==> config.mk <==
export PLATFORM = sky130hd
export DESIGN_NAME = hazard_stall_unit
export DESIGN_NICKNAME = d
export VERILOG_FILES = /design/src/rtl/hazard_stall_unit.sv
export SDC_FILE = /design/constraint.sdc
export NUM_CORES = 1
export LEC_CHECK = 0
export ABC_AREA = 1
export CAP_MARGIN = 30
export CORE_ASPECT_RATIO = 1.25
export CORE_MARGIN = 1.5
export CORE_UTILIZATION = 49
export CTS_CLUSTER_DIAMETER = 50
export DETAILED_ROUTE_END_ITERATION = 16
export PLACE_DENSITY_LB_ADDON = 0.15
export SETUP_SLACK_MARGIN = 0.2
export SKIP_CTS_REPAIR_TIMING = 1
export SYNTH_ARGS = -nofsm -noshare
export SYNTH_HDL_FRONTEND = slang
export SYNTH_SLANG_ARGS = --single-unit
export TNS_END_PERCENT = 10
==> constraint.sdc <==
create_clock -name Clk -period 2.3 [get_ports Clk]
set_input_delay 0.23 -clock Clk [delete_from_list [all_inputs] [get_ports Clk]]
set_output_delay 0.23 -clock Clk [all_outputs]
set_load 0.02 [all_outputs]
==> src/rtl/hazard_stall_unit.sv <==
// ---------------------------------------------------------------------------
// hazard_stall_unit
//
// Detects load-use and branch-operand hazards for the instruction in ID.
// Generates the bubble-mux select, the PC / IF/ID write enables and the
// IF/ID flush. Stalls that last more than one cycle are sequenced by a
// small state machine. A saturating counter records stalled cycles.
//
// Ports:
//   Clk, Rst_n        pipeline clock, asynchronous active-low reset
//   ifid_rs/rt        source register fields of the ID instruction
//   id_uses_rs/rt     ID instruction actually reads rs / rt
//   id_is_branch      ID instruction is a conditional branch (compare in ID)
//   idex_dst          destination of the ID/EX instruction (after RegDst)
//   idex_reg_write    ID/EX instruction writes a register
//   idex_mem_read     ID/EX instruction is a load
//   exmem_dst         destination of the EX/MEM instruction
//   exmem_mem_read    EX/MEM instruction is a load
//   branch_taken      branch resolved taken in ID this cycle
//   jump              jump in ID this cycle
//   ctrl_bubble       1 forces all ID control signals to 0
//   pc_write          PC register enable
//   ifid_write        IF/ID register enable
//   ifid_flush        clear IF/ID to a NOP on this edge
//   stall_cycles      saturating count of cycles with ctrl_bubble=1
//
// Handshake: there is no valid/ready pair. A stalled cycle is one where
// ctrl_bubble=1; in that cycle pc_write and ifid_write are 0 and the
// upstream stages hold their contents.
// ---------------------------------------------------------------------------
module hazard_stall_unit #(
    parameter int REG_ADDR_W = 5,
    parameter int CNT_W      = 32
) (
    input  logic                  Clk,
    input  logic                  Rst_n,
    input  logic [REG_ADDR_W-1:0] ifid_rs,
    input  logic [REG_ADDR_W-1:0] ifid_rt,
    input  logic                  id_uses_rs,
    input  logic                  id_uses_rt,
    input  logic                  id_is_branch,
    input  logic [REG_ADDR_W-1:0] idex_dst,
    input  logic                  idex_reg_write,
    input  logic                  idex_mem_read,
    input  logic [REG_ADDR_W-1:0] exmem_dst,
    input  logic                  exmem_mem_read,
    input  logic                  branch_taken,
    input  logic                  jump,
    output logic                  ctrl_bubble,
    output logic                  pc_write,
    output logic                  ifid_write,
    output logic                  ifid_flush,
    output logic [CNT_W-1:0]      stall_cycles
);

    typedef enum logic {
        S_IDLE  = 1'b0,
        S_STALL = 1'b1
    } state_t;

    state_t           state_q, state_d;
    logic [1:0]       remain_q, remain_d;
    logic [CNT_W-1:0] cnt_q;

    logic       idex_match;
    logic       exmem_match;
    logic [1:0] need_n;
    logic       stall_active;

    // Register 0 is hard-wired, so it never produces a hazard.
    always_comb begin
        idex_match  = (id_uses_rs && (ifid_rs != '0) && (ifid_rs == idex_dst)) ||
                      (id_uses_rt && (ifid_rt != '0) && (ifid_rt == idex_dst));
        exmem_match = (id_uses_rs && (ifid_rs != '0) && (ifid_rs == exmem_dst)) ||
                      (id_uses_rt && (ifid_rt != '0) && (ifid_rt == exmem_dst));
    end

    // Stall need. Branches compare in ID, so they must also wait for ALU
    // results (1 cycle) and loads (2 cycles in ID/EX, 1 cycle in EX/MEM).
    // Checks are ordered largest-first so the largest need wins.
    always_comb begin
        need_n = 2'd0;
        if (id_is_branch) begin
            if (idex_match && idex_reg_write && idex_mem_read) begin
                need_n = 2'd2;
            end else if (idex_match && idex_reg_write) begin
                need_n = 2'd1;
            end else if (!idex_match && exmem_match && exmem_mem_read) begin
                need_n = 2'd1;
            end
        end else if (idex_match && idex_mem_read) begin
            need_n = 2'd1;
        end
    end

    // Need is only looked at in IDLE; once in STALL the inputs are ignored
    // because the bubble already cleared the ID/EX view of the producer.
    assign stall_active = (state_q == S_STALL) || (need_n != 2'd0);

    // Same-cycle outputs: the bubble must be inserted in the detect cycle.
    // Reset holds the front end frozen with a flushed IF/ID.
    always_comb begin
        ctrl_bubble = !Rst_n || stall_active;
        pc_write    = Rst_n && !stall_active;
        ifid_write  = Rst_n && !stall_active;
        ifid_flush  = !Rst_n || (!stall_active && (branch_taken || jump));
    end

    always_comb begin
        state_d  = state_q;
        remain_d = remain_q;
        case (state_q)
            S_IDLE: begin
                if (need_n != 2'd0) begin
                    remain_d = need_n - 2'd1;
                    state_d  = (need_n > 2'd1) ? S_STALL : S_IDLE;
                end
            end
            S_STALL: begin
                remain_d = remain_q - 2'd1;
                // remain_q==0 is unreachable here; treat it as done too.
                state_d  = (remain_q <= 2'd1) ? S_IDLE : S_STALL;
            end
            default: begin
                state_d  = S_IDLE;
                remain_d = 2'd0;
            end
        endcase
    end

    always_ff @(posedge Clk or negedge Rst_n) begin
        if (!Rst_n) begin
            state_q  <= S_IDLE;
            remain_q <= 2'd0;
            cnt_q    <= '0;
        end else begin
            state_q  <= state_d;
            remain_q <= remain_d;
            if (stall_active && (cnt_q != '1)) begin
                cnt_q <= cnt_q + CNT_W'(1);
            end
        end
    end

    assign stall_cycles = cnt_q;

endmodule

* After elaboration in Yosys (flattened, before gate mapping)
Index checks and enable logic that the tools add are counted.
** Storage, ports and cells
- Register bits after elaboration :: 35
- Latch bits :: 0
- RAM bits :: 0
- Memory bits (read-only) :: 0
- Bits of input ports :: 30
- Output and inout port bits :: 36
- Logic and storage cells :: 52
- Memories kept :: 0
** Cells by class
- Add/subtract/negate cells :: 3
- $mul :: 0
- Div/mod/pow operators :: 0
- Magnitude comparators :: 2
- Equality and inequality tests :: 6
- Shift operators :: 0
- Muxes and demuxes :: 11
- Bitwise operators :: 1
- Reductions and logical operators :: 26
** Operators with widths (number)
- adder 32 x 1 -> 32 bit (second input constant) :: 1
- != test 32 bit (second input constant) :: 1
- equality test 5 bit :: 4
- logical AND 1 bit :: 14
- nonzero test 5 bit :: 2
- logical OR 1 bit :: 6
- two-way mux 1 bit :: 6
- two-way mux 2 bit :: 3
- case mux 2 bit (2 select lines) :: 1
- subtractor 2 x 1 -> 2 bit (second input constant) :: 2
- zero test 1 bit :: 3
- > comparator 2 x 1 -> 1 bit (second input constant) :: 1
- <= comparator 2 x 1 -> 1 bit (second input constant) :: 1
- != test 2 bit (second input constant) :: 1
- case mux 1 bit (2 select lines) :: 1
- nonzero test 2 bit :: 1
- NOT 1 bit :: 1

* Longest topological paths before layout
Gate-level depths: netlist (run 1).
- Word-level depth :: 16
- Gate-level depth with buffers :: 21
- Mapped depth without buffers :: 20

* Worst setup path before layout (run 1)
Ideal clock, no wire load.
- Kind :: input to output
- Start :: input port idex_dst[4]
- End :: output port pc_write
- Data arrival time :: 1898 ps
- Required time :: 2070 ps
- Slack :: 172 ps
- Stages on the path :: 15
- Buffers on the path :: 1
- Cells stage by stage :: xnor2_1 -> nand2_1 -> nor2_1 -> nand2_1 -> nand2_1 -> nand3_1 -> nand2_1 -> inv_1 -> nand2_1 -> ha_1 -> inv_1 -> nor2_1 -> nand2_1 -> inv_1 -> buf_4
** On the way
- Cells in the longest elaborated chain, start to end :: 14
- Elaborated cells between the ends (all ways) :: 20
- Classes of those cells :: eq/ne: 2; mux: 5; reduce/logical: 13
** RTL lines
- start, declared :: line 42 : input logic [REG_ADDR_W-1:0] idex_dst,
- equality test 5 bit, on equally long branches :: line 72, 73
- logical AND 1 bit, on equally long branches :: line 72, 73
- logical OR 1 bit (*) :: line 72 : idex_match = (id_uses_rs && (ifid_rs != '0) && (ifid_rs == idex_dst)) ||
- zero test 1 bit :: line 88 : end else if (!idex_match && exmem_match && exmem_mem_read) begin
- logical AND 1 bit (2 in a row) :: line 88
- two-way mux 1 bit :: line 88
- two-way mux 1 bit :: line 86 : end else if (idex_match && idex_reg_write) begin
- two-way mux 2 bit :: line 84 : if (idex_match && idex_reg_write && idex_mem_read) begin
- two-way mux 2 bit (*) :: line 83 : if (id_is_branch) begin
- nonzero test 2 bit (*) :: line 98 : assign stall_active = (state_q == S_STALL) || (need_n != 2'd0);
- logical OR 1 bit (*) :: line 98
- zero test 1 bit (*)
- logical AND 1 bit (*)
- end, declared :: line 50 : output logic pc_write,
Every way passes the cells marked *; elsewhere a longest branch is shown, timed or not.

* Final worst setup path (run 1)
- Start :: input port ifid_rt[0]
- End :: register cnt_q[9] (netlist: stall_cycles[9])
** On the way
- Cells in the longest elaborated chain, start to end :: 14
- Elaborated cells between the ends (all ways) :: 22
- Classes of those cells :: eq/ne: 2; mux: 5; reduce/logical: 15
** RTL lines
- start, declared :: line 38 : input logic [REG_ADDR_W-1:0] ifid_rt,
- nonzero test 5 bit :: line 73, 75
- logical AND 1 bit :: line 73, 75
- logical AND 1 bit :: line 73 : (id_uses_rt && (ifid_rt != '0) && (ifid_rt == idex_dst));
- logical OR 1 bit :: line 72
- zero test 1 bit :: line 88
- logical AND 1 bit (2 in a row) :: line 88
- two-way mux 1 bit :: line 88
- two-way mux 1 bit :: line 86
- two-way mux 2 bit :: line 84
- two-way mux 2 bit (*) :: line 83
- nonzero test 2 bit (*) :: line 98
- logical OR 1 bit (*) :: line 98
- logical AND 1 bit (*) :: line 139 : if (stall_active && (cnt_q != '1)) begin
- end signal, assigned :: line 140 : cnt_q <= cnt_q + CNT_W'(1);
- end, declared :: line 63 : logic [CNT_W-1:0] cnt_q;
Marked as above.
A chain may end at the register's enable or synchronous reset.

==> results of run 1 <==
sequential cells by signal, indices dropped and copies added (netlist names):
register	count
stall_cycles	32
remain_q	2
state_q	1
cell usage in the layout, fill, tap and decap left out, types with 2 or more instances in the layout:
master / instances
dlymetal6s2s_1: 9
buf_4: 17
nand2_2: 12
clkbuf_8: 6
nor2_1: 33
nand2_1: 115
xnor2_2: 3
ha_1: 2
xnor2_1: 15
clkbuf_2: 9
inv_1: 33
inv_4: 2
buf_6: 7
o21ai_2: 2
inv_2: 9
nor2_2: 2
clkdlybuf4s50_1: 38
nor3_2: 7
xor2_2: 2
nand4_1: 7
nor2_4: 2
xor2_1: 24
nand3_2: 2
nand3b_1: 2
dfrtp_1: 35
nand3_1: 9
o21ai_0: 12
nand2_4: 2
nor3_1: 14
power by group through the flow:
stage               Clock, uW  Combinational (uW)  Sequential, uW
floorplan                   0                 342             993
global placement            0                 847             876
detailed placement          0                 867             881
CTS                       455                 873             870
global route              492                 984             889
finish                    456                 903             869
through the flow:
step                setup TNS (ns)  hold slack, ns  util [%]  worst slack [ns]  cells
detailed placement          -16.75           0.378      68.2            -0.676    493
CTS                          -7.09          0.0735      70.0            -0.677    500
floorplan                        0         -0.0656         -             0.234    359
finish                           0          0.0570      73.4             0.288    503
global route                     0          0.0906      73.4             0.184    503
global placement            -12.55           0.370      68.2            -0.564    493
cells by family after synthesis:
family / share of synthesized area (%)
adder cells (fa/ha/maj): 1.49
flip-flops: 34.9
buffers and inverters: 8.67
AO/OA/AOI/OAI: 3.99
AND/OR/NAND/NOR: 35.6
XOR/XNOR: 15.3
metal layers:
layer / track usage (%) / up-vias / wire length, um
met4: 14.1 / 0 / 245
met5: 0 / - / 0
met3: 4.61 / 21 / 357
met1: 27.1 / 1239 / 2620
li1: - / 1274 / -
met2: 44.7 / 99 / 3730
layout make-up:
type                    instances  share of cell area (%)
multi-input cells             274                    43.7
flip-flops and latches         35                    24.7
repair buffers                 83                    22.2
inverters                      44                    4.79
clock buffers                   6                    2.33
well taps                      60                    2.11
clock inverters                 1                   0.141
path summary, 6_finish.rpt:
path | start | to | slack [ns] | cells past startpoint
worst min-delay path | Rst_n | stall_cycles[5] | 0.06 | 2
worst max register to register | stall_cycles[0] | stall_cycles[22] | 0.36 | 10
min in group Clk | stall_cycles[2] | stall_cycles[2] | 0.52 | 1
max in group asynchronous | Rst_n | stall_cycles[23] | 1.94 | 2
worst min register to register | stall_cycles[2] | stall_cycles[2] | 0.52 | 1
worst max-delay path | ifid_rt[0] | stall_cycles[9] | 0.29 | 20
==> metrics, run 1 <==
most common cell in the synthesized netlist nand2_1; CP Launch Type input port; RD Place Congestion ~0.94; number of synthesized flops with an enable pin 0; Max Cap Viol 0; grt ovf 0; H-tree depth 2; fmax between 0.4 and 0.5 GHz; total die area 5570 um2; Core ar. around 4800 um2; PortBufs 65; Final setup viols 0; final HPWL from detailed placement 5300 um; P&R area growth vs syn 41.4%; Mapped Cells 359; Netlist Area Pre-Place between 2000 and 3000 um2; DRC Markers 0; Post-synth top flop dfrtp_1; kind of critical path in -> reg; most used cell, CP nand2_1; total power 2230 uW; CP arrival roughly 2.2 ns; slowest stage cell, crit path ha_4; worst path buffer plus inverter count 6; initial core utilization 51.9%; CTS Buffer Depth 2; Sw Share between 30% and 40%; vias in the first global route 2583; pwr/cell area 628 nW/um2; WL/cell between 10 and 15 um; register bit count reported by yosys 35; I/O pin total 66; Area contributors post-synth dfrtp_1, nand2_1, xor2_1; Mean Syn Cell Area between 6 and 7 um2; RSZ-0062 raised after global routing true; GRT Overall Usage 25.3%; CTS tree yes; outcome complete, no violations; drt pass-1 iters 4; Synth top area share 34.9%; peak supply drop around 0.32 mV; row count 28; multi-input logic area between 1500 and 2000 um2; chip width 67.0 um; Clock Sinks 35; CP max FO 6; global-route wire length before repair about 11000 um; post-synth top area cell dfrtp_1; Vias ~2600; Die Height a little over 80 um; Final Skew 0.00633 ns; Worst EP required 2.47 ns; crit path time final just over 2 ns; DR vias/cell 5.23; Min-Delay Path Class in -> async; Area after DPL between 3000 and 4000 um2; Clk pwr share 20.5%; Leak Pwr 0.00172 uW; diode count 0; fin nets ~480; ANT nets after route 0; sequential area share after synthesis a little over a third; number of fillers in the final layout 400; layout cells sized above 1 about 20%; switching power 850 uW; worst-skew pair later-pin latency 0.29 ns; Critical Path, Cell by Cell clkbuf_2 > xnor2_1 > nand2_1 > nor2_1 > nand2_1 > nand2_2 > nand2_1 > nand2_1 > nand2_1 > inv_2 > nand2_2 > ha_4 > inv_4 > nor2_4 > buf_6 > a21oi_4 > buf_6 > buf_8 > nand2_4 > xor2_2; TritonCTS Buffers 5; Worst Max-Slew Pin Slew ~0.43 ns; largest net degree at the start of global routing 36; Final Slew Violations 0; Tcrit/Tclk final 87.5%; Post-Route WL 6960 um; Post-synth top cells nand2_1, inv_1, nor2_1; initial antenna violation count 0; post-synth cell types 25; CP max stage delay around 0.17 ns; endpoints failing hold 0; Worst Setup End Kind register; Int Power 1380 uW; FF/Latch Area around 900 um2; syn nets between 300 and 400; Comb pwr share about 40%; Worst-path clk slew 0.07 ns; Top Family by Delay on Critical Path simple AND/OR/NAND/NOR gates; Final Instance Area ~3500 um2; Root Driver clkbuf_8; Flop pwr share about two fifths; share of flip-flops with an asynchronous set or reset 100%; Syn. warnings 0; Worst slew margin 71.1%; DRT iter0 DRCs around 100
Power figures use the tool's default switching activity.
==> inputs of run 2 (changes only) <==
--- a/config.mk
+++ b/config.mk
@@ -5,14 +5,15 @@
 export SDC_FILE = /design/constraint.sdc
 export NUM_CORES = 1
 export LEC_CHECK = 0
-export ABC_AREA = 1
+export ABC_AREA = 0
 export CAP_MARGIN = 30
 export CORE_ASPECT_RATIO = 1.25
 export CORE_MARGIN = 1.5
-export CORE_UTILIZATION = 49
+export CORE_UTILIZATION = 46
 export CTS_CLUSTER_DIAMETER = 50
 export DETAILED_ROUTE_END_ITERATION = 16
 export PLACE_DENSITY_LB_ADDON = 0.15
+export RECOVER_POWER = 25
 export SETUP_SLACK_MARGIN = 0.2
 export SKIP_CTS_REPAIR_TIMING = 1
 export SYNTH_ARGS = -nofsm -noshare
==> run 2 against run 1 <==
Final cell count decreased by 29%. Highest routed layer unchanged. The run now ends with setup timing left. Critical path depth decreased by 6. Global-route usage decreased by 4.1 points. Combinational power decreased by 57%. Routed wire length decreased by 25%. Synthesized cell count decreased by 44%. Worst hold slack improved by 0.43 ns. Via count decreased by 28%. Die area decreased by 13%. Maximum frequency decreased by 21%. Largest cell class unchanged. Sequential share of layout area increased by 2.0 points. First-iteration DRC count decreased by 21%.
==> metrics, run 2 <==
register bit count reported by yosys 35 (unchanged); P&R area growth vs syn 60.8% (was 41.4%); PortBufs 65 (unchanged); endpoints failing hold 0 (unchanged); Worst EP required 2.48 ns (was 2.47 ns); Worst R2R Setup Slack 0.37 ns (was 0.36 ns); Post-synth top cells dfrtp_1, xnor2_1, xor2_1 (was nand2_1, inv_1, nor2_1); Area after DPL 2990 um2 (was 3300 um2); final worst setup slack -0.232 ns (was 0.288 ns); Post-Route WL 5230 um (was 6960 um); commonest non-fill, non-tap cells in the layout clkdlybuf4s50_1, dfrtp_1, buf_4, xnor2_1, xor2_1 (was nand2_1, clkdlybuf4s50_1, dfrtp_1, inv_1, nor2_1); worst hold slack 0.485 ns (was 0.0570 ns); fin nets 335 (was 476); max FFs per register 32 (unchanged); Worst-path clk slew 0.07 ns (about the same); final HPWL from detailed placement 3900 um (was 5300 um); Tcrit/Tclk final 110% (was 87.5%); RD Place Congestion 0.797 (was 0.935); layout cells sized above 1 31.7% (was 20.3%); Netlist Area Pre-Place 2040 um2 (was 2510 um2); Synth top area share 42.9% (was 34.9%); setup TNS -2.91 ns (was 0 ns); Final setup viols 21 (was 0); RSZ-0062 raised after global routing true (unchanged); Area contributors post-synth dfrtp_1, xnor2_1, xor2_1 (was dfrtp_1, nand2_1, xor2_1); CP max FO 3 (was 6); TritonCTS Buffers 5 (unchanged); Final Instance Area 3280 um2 (was 3550 um2); Final Skew 0.00431 ns (was 0.00633 ns); CTS Buffer Depth 2 (unchanged); post-synth top area cell dfrtp_1 (unchanged); CP Launch Type input port (unchanged); initial antenna violation count 0 (unchanged); worst-skew pair later-pin latency 0.29 ns (about the same); grt ovf 0 (unchanged); CP arrival 2.71 ns (was 2.18 ns); initial core utilization 49.0% (was 51.9%); Worst Max-Slew Pin Slew 1.22 ns (was 0.433 ns); Mean Syn Cell Area 10.2 um2 (was 6.99 um2); commonest non-fill, non-tap cell in the layout clkdlybuf4s50_1 (was nand2_1); row count 26 (was 28); kind of critical path in -> reg (unchanged); most common cell in the synthesized netlist dfrtp_1 (was nand2_1); post-synth cell types 35 (was 25); CTS tree yes (unchanged); diode count 0 (unchanged); Min-Delay Path Class reg -> reg (was in -> async); GRT Overall Usage 21.2% (was 25.3%); vias in the first global route 1885 (was 2583); Worst slew margin 18.6% (was 71.1%); outcome finished, violations left (was complete, no violations); syn nets 233 (was 392); peak supply drop 0.501 mV (was 0.322 mV); Die Height 77.4 um (was 83.0 um); Vias 1901 (was 2633); pwr/cell area 513 nW/um2 (was 628 nW/um2); Worst Setup End Kind register (unchanged); Clock Sinks 35 (unchanged); DR vias/cell 5.30 (was 5.23); DRT iter0 DRCs 82 (was 104); global-route wire length before repair 8180 um (was 11000 um); share of flip-flops with an asynchronous set or reset 100% (unchanged); chip width 62.6 um (was 67.0 um); Syn. warnings 0 (unchanged); drt pass-1 iters 5 (was 4); fmax 0.395 GHz (was 0.497 GHz); ANT nets after route 0 (unchanged); Post-synth top flop dfrtp_1 (unchanged); DRC Markers 0 (unchanged); crit path time final 2.53 ns (was 2.01 ns); WL/cell 14.6 um (was 13.8 um); Core ar. 4160 um2 (was 4830 um2); total power 1680 uW (was 2230 uW); Mapped Cells 200 (was 359); number of synthesized flops with an enable pin 0 (unchanged); Root Driver clkbuf_8 (unchanged); fin cells 359 (was 503); # placed instances 348 (was 493); sequential area share after synthesis 42.9% (was 34.9%); I/O pin total 66 (unchanged); H-tree depth 2 (unchanged); Final Slew Violations 0 (unchanged); number of fillers in the final layout 311 (was 400); Leak Pwr 0.00154 uW (was 0.00172 uW); failing checks setup timing; Max Cap Viol 0 (unchanged); total die area 4840 um2 (was 5570 um2); largest net degree at the start of global routing 24 (was 36)
==> run 2: cell types whose count changed after synthesis, moves of 4 or more <==
cell | previous run | this run
xor2_1 | 26 | 21
xnor2_1 | 18 | 29
nor3_2 | 7 | 2
nor3_1 | 14 | 3
nand3_1 | 10 | 19
nor2_1 | 37 | 16
nand2b_1 | 0 | 4
nand2_1 | 127 | 16
inv_1 | 41 | 4
o21ai_0 | 15 | 2
and3_1 | 0 | 5
==> run 2: cell families (layout without fill, tap and decap cells) <==
| kind of cell | after synthesis | in the layout | synth area share (%) |
|---|---|---|---|
| DFF | 35 | 35 | 42.9 |
| buffers and inverters | 5 | 108 | 1.10 |
| adders and majority gates | 3 | 3 | 1.84 |
| and+or+nand+nor | 94 | 94 | 26.9 |
| muxes | 3 | 3 | 1.66 |
| AOI/OAI and AO/OA | 10 | 10 | 4.05 |
| xor gates and xnor gates | 50 | 50 | 21.5 |
==> run 2: path summary, 6_finish.rpt <==
check,start,endpoint,cells past startpoint
max,ifid_rs[0],stall_cycles[22],14
min,stall_cycles[7],stall_cycles[7],1
max reg2reg,stall_cycles[20],stall_cycles[1],5
min reg2reg,stall_cycles[7],stall_cycles[7],1
max in group asynchronous,Rst_n,stall_cycles[9],2
min in group asynchronous,Rst_n,stall_cycles[17],2
==> run 2: critical path: stages <==
cell	delay, ns
buf_4	0.14
xnor2_2	0.12
nand3_1	0.10
or4_4	0.56
and2_4	0.17
nand4b_4	0.19
ha_4	0.20
nand2b_4	0.08
buf_6	0.11
nand2b_4	0.07
nor4_4	0.33
and2_4	0.21
nand3_2	0.08
xnor2_1	0.13
==> run 2: power by group <==
part | leakage [uW] | switching [uW] | internal (uW) | total, uW
logic | 0.00101 | 173 | 216 | 389
registers | 0.000472 | 55.8 | 663 | 719
clock network | 0.0000612 | 225 | 351 | 576
total | 0.00154 | 454 | 1230 | 1680
==> run 2: stage by stage <==
stage               setup WS [ns]  utilization [%]
global placement           -0.943             71.7
CTS                        -0.998             74.5
floorplan                 -0.0785                -
global route               -0.335             78.8
detailed placement         -0.994             71.7
finish                     -0.232             78.8
==> run 2: layer usage <==
layer,up-vias,wire [um],track usage (%)
met3,10,234,4.64
li1,903,-,-
met4,0,91,7.56
met5,-,0,0
met2,58,2930,40.2
met1,930,1970,22.8
==> run 2: final cells by class <==
| class | count | area (um2) | area share [%] |
|---|---|---|---|
| Clock buffer | 6 | 82.6 | 2.52 |
| Clock inverter | 2 | 35.0 | 1.07 |
| Inverter | 4 | 15.0 | 0.458 |
| Multi-Input combinational cell | 160 | 1320 | 40.3 |
| Sequential cell | 35 | 876 | 26.7 |
| Tap cell | 56 | 70.1 | 2.14 |
| Timing Repair Buffer | 96 | 880 | 26.8 |
==> inputs of run 3 (changes only) <==
--- a/config.mk
+++ b/config.mk
@@ -9,7 +9,7 @@
 export CAP_MARGIN = 30
 export CORE_ASPECT_RATIO = 1.25
 export CORE_MARGIN = 1.5
-export CORE_UTILIZATION = 46
+export CORE_UTILIZATION = 40
 export CTS_CLUSTER_DIAMETER = 50
 export DETAILED_ROUTE_END_ITERATION = 16
 export PLACE_DENSITY_LB_ADDON = 0.15
==> run 3 against run 2 <==
The run still ends with setup timing left. Die area increased by 14%. Combinational power increased by 2%. Maximum frequency decreased by 2.2%. Worst hold slack got worse by 0.016 ns. Setup slack got worse by 0.056 ns. Via count decreased by 3.2%. Critical path depth unchanged. Register-to-register slack got worse by 0.08 ns. Clock power decreased by 23%. Critical path type unchanged. Highest routed layer unchanged.
==> metrics, run 3 (synthesis results as in run 2) <==
P&R area growth vs syn 64.2% (was 60.8%); Final Slew Violations 0 (unchanged); layout cells sized above 1 34.3% (was 31.7%); endpoints failing hold 0 (unchanged); Post-Route WL 5010 um (was 5230 um); Min-Delay Path Class in -> async (was reg -> reg); CTS Buffer Depth 2 (unchanged); Worst-path clk slew 0.07 ns (about the same); drt pass-1 iters 4 (was 5); TritonCTS Buffers 5 (unchanged); H-tree depth 2 (unchanged); Worst EP required 2.47 ns (was 2.48 ns); Area after DPL 3010 um2 (was 2990 um2); DR vias/cell 5.03 (was 5.30); total power 1560 uW (was 1680 uW); Worst Max-Slew Pin Slew 1.12 ns (was 1.22 ns); Final Instance Area 3350 um2 (was 3280 um2); fmax 0.386 GHz (was 0.395 GHz); Final Skew 0.0125 ns (was 0.00431 ns); global-route wire length before repair 7850 um (was 8180 um); fin cells 366 (was 359); max FFs per register 32 (unchanged); Leak Pwr 0.00155 uW (was 0.00154 uW); CP max FO 4 (was 3); RR Startpoint stall_cycles[20] (unchanged); Worst slew margin 25.6% (was 18.6%); Clk pwr share 28.4% (was 34.2%); worst-skew pair later-pin latency 0.29 ns (about the same); switching power 438 uW (was 454 uW); commonest non-fill, non-tap cell in the layout clkdlybuf4s50_1 (unchanged); FF/Latch Area 876 um2 (unchanged); chip width 66.9 um (was 62.6 um); CP Launch Type input port (unchanged); Vias 1841 (was 1901); largest net degree at the start of global routing 22 (was 24); RD Place Congestion 0.808 (was 0.797); # placed instances 353 (was 348); fin nets 339 (was 335); reg2reg path depth 5 (unchanged); number of fillers in the final layout 385 (was 311); outcome finished, violations left (unchanged); initial antenna violation count 0 (unchanged); multi-input logic area 1390 um2 (was 1320 um2); failing checks setup timing (unchanged); GRT Overall Usage 17.7% (was 21.2%); ANT nets after route 0 (unchanged); Flop pwr share 46.3% (was 42.7%); RSZ-0062 raised after global routing true (unchanged); diode count 0 (unchanged); grt ovf 0 (unchanged); PortBufs 65 (unchanged); kind of critical path in -> reg (unchanged); Tcrit/Tclk final 113% (was 110%); Core ar. 4830 um2 (was 4160 um2); Worst Setup End Kind register (unchanged); pwr/cell area 465 nW/um2 (was 513 nW/um2); crit path time final 2.59 ns (was 2.53 ns); DRT iter0 DRCs 74 (was 82); vias in the first global route 1813 (was 1885); Final setup viols 25 (was 21); commonest non-fill, non-tap cells in the layout clkdlybuf4s50_1, dfrtp_1, buf_4, xnor2_1, xor2_1 (unchanged); total die area 5540 um2 (was 4840 um2); Worst R2R Setup Slack 0.29 ns (was 0.37 ns); CP arrival 2.75 ns (was 2.71 ns); Max Cap Viol 0 (unchanged); reg2reg end stall_cycles[1] (unchanged); worst hold slack 0.469 ns (was 0.485 ns); Sw Share 28.2% (was 27.0%); Int Power 1120 uW (was 1230 uW); WL/cell 13.7 um (was 14.6 um); Clock Sinks 35 (unchanged); Comb pwr share 25.4% (was 23.1%); CTS tree yes (unchanged); row count 28 (was 26); final worst setup slack -0.288 ns (was -0.232 ns); peak supply drop 0.383 mV (was 0.501 mV); initial core utilization 42.2% (was 49.0%); Root Driver clkbuf_8 (unchanged); Die Height 82.8 um (was 77.4 um); I/O pin total 66 (unchanged); final HPWL from detailed placement 3750 um (was 3900 um); DRC Markers 0 (unchanged)
## run 3: routing by layer
| metal | routed length, um | GRT usage, % | up-vias |
|---|---|---|---|
| li1 | - | - | 911 |
| met2 | 2570 | 29.6 | 60 |
| met5 | 0 | 0 | - |
| met1 | 2100 | 22.4 | 863 |
| met4 | 54 | 4.82 | 0 |
| met3 | 290 | 4.20 | 7 |
## run 3: worst max-delay path by stage
stage / from / endpoint / cells after the start
2_1_floorplan: ifid_rs[1] / stall_cycles[27] / 12
3_3_place_gp: ifid_rt[4] / pc_write / 10
3_5_place_dp: ifid_rt[3] / pc_write / 10
4_1_cts: ifid_rt[3] / pc_write / 10
5_1_grt: idex_dst[4] / stall_cycles[22] / 14
6_report: ifid_rt[4] / stall_cycles[22] / 14
## run 3: per-stage QoR
| step | setup WS [ns] | setup TNS [ns] | utilization, % |
|---|---|---|---|
| floorplan | -0.0785 | -0.466 | - |
| global placement | -0.937 | -26.06 | 62.3 |
| detailed placement | -0.965 | -27.14 | 62.3 |
| CTS | -0.981 | -17.28 | 64.1 |
| global route | -0.381 | -5.95 | 69.3 |
| finish | -0.288 | -3.18 | 69.3 |
## run 3: cell type report
cell class | count | area share, %
clock buffers | 6 | 2.47
clock inverters | 1 | 0.149
inverters | 4 | 0.448
multi-input cells | 160 | 41.6
flip-flops and latches | 35 | 26.2
well taps | 60 | 2.24
repair buffers | 100 | 27.0
## run 3: critical path, stage by stage
cell      delay [ns]
buf_2           0.13
xnor2_2         0.14
nand3_1         0.10
or4_4           0.55
and2_4          0.19
nand4b_4        0.18
ha_4            0.19
nand2b_4        0.08
buf_12          0.10
nand2b_4        0.06
nor4_4          0.34
and2_4          0.21
nand3_4         0.08
xnor2_2         0.15
## run 3: power groups by stage
stage	registers, uW	clock network (uW)	logic [uW]
6_report	720	441	395
5_1_grt	726	482	432
2_1_floorplan	754	0	143
4_1_cts	718	456	380
3_3_place_gp	729	0	371
3_5_place_dp	730	0	378
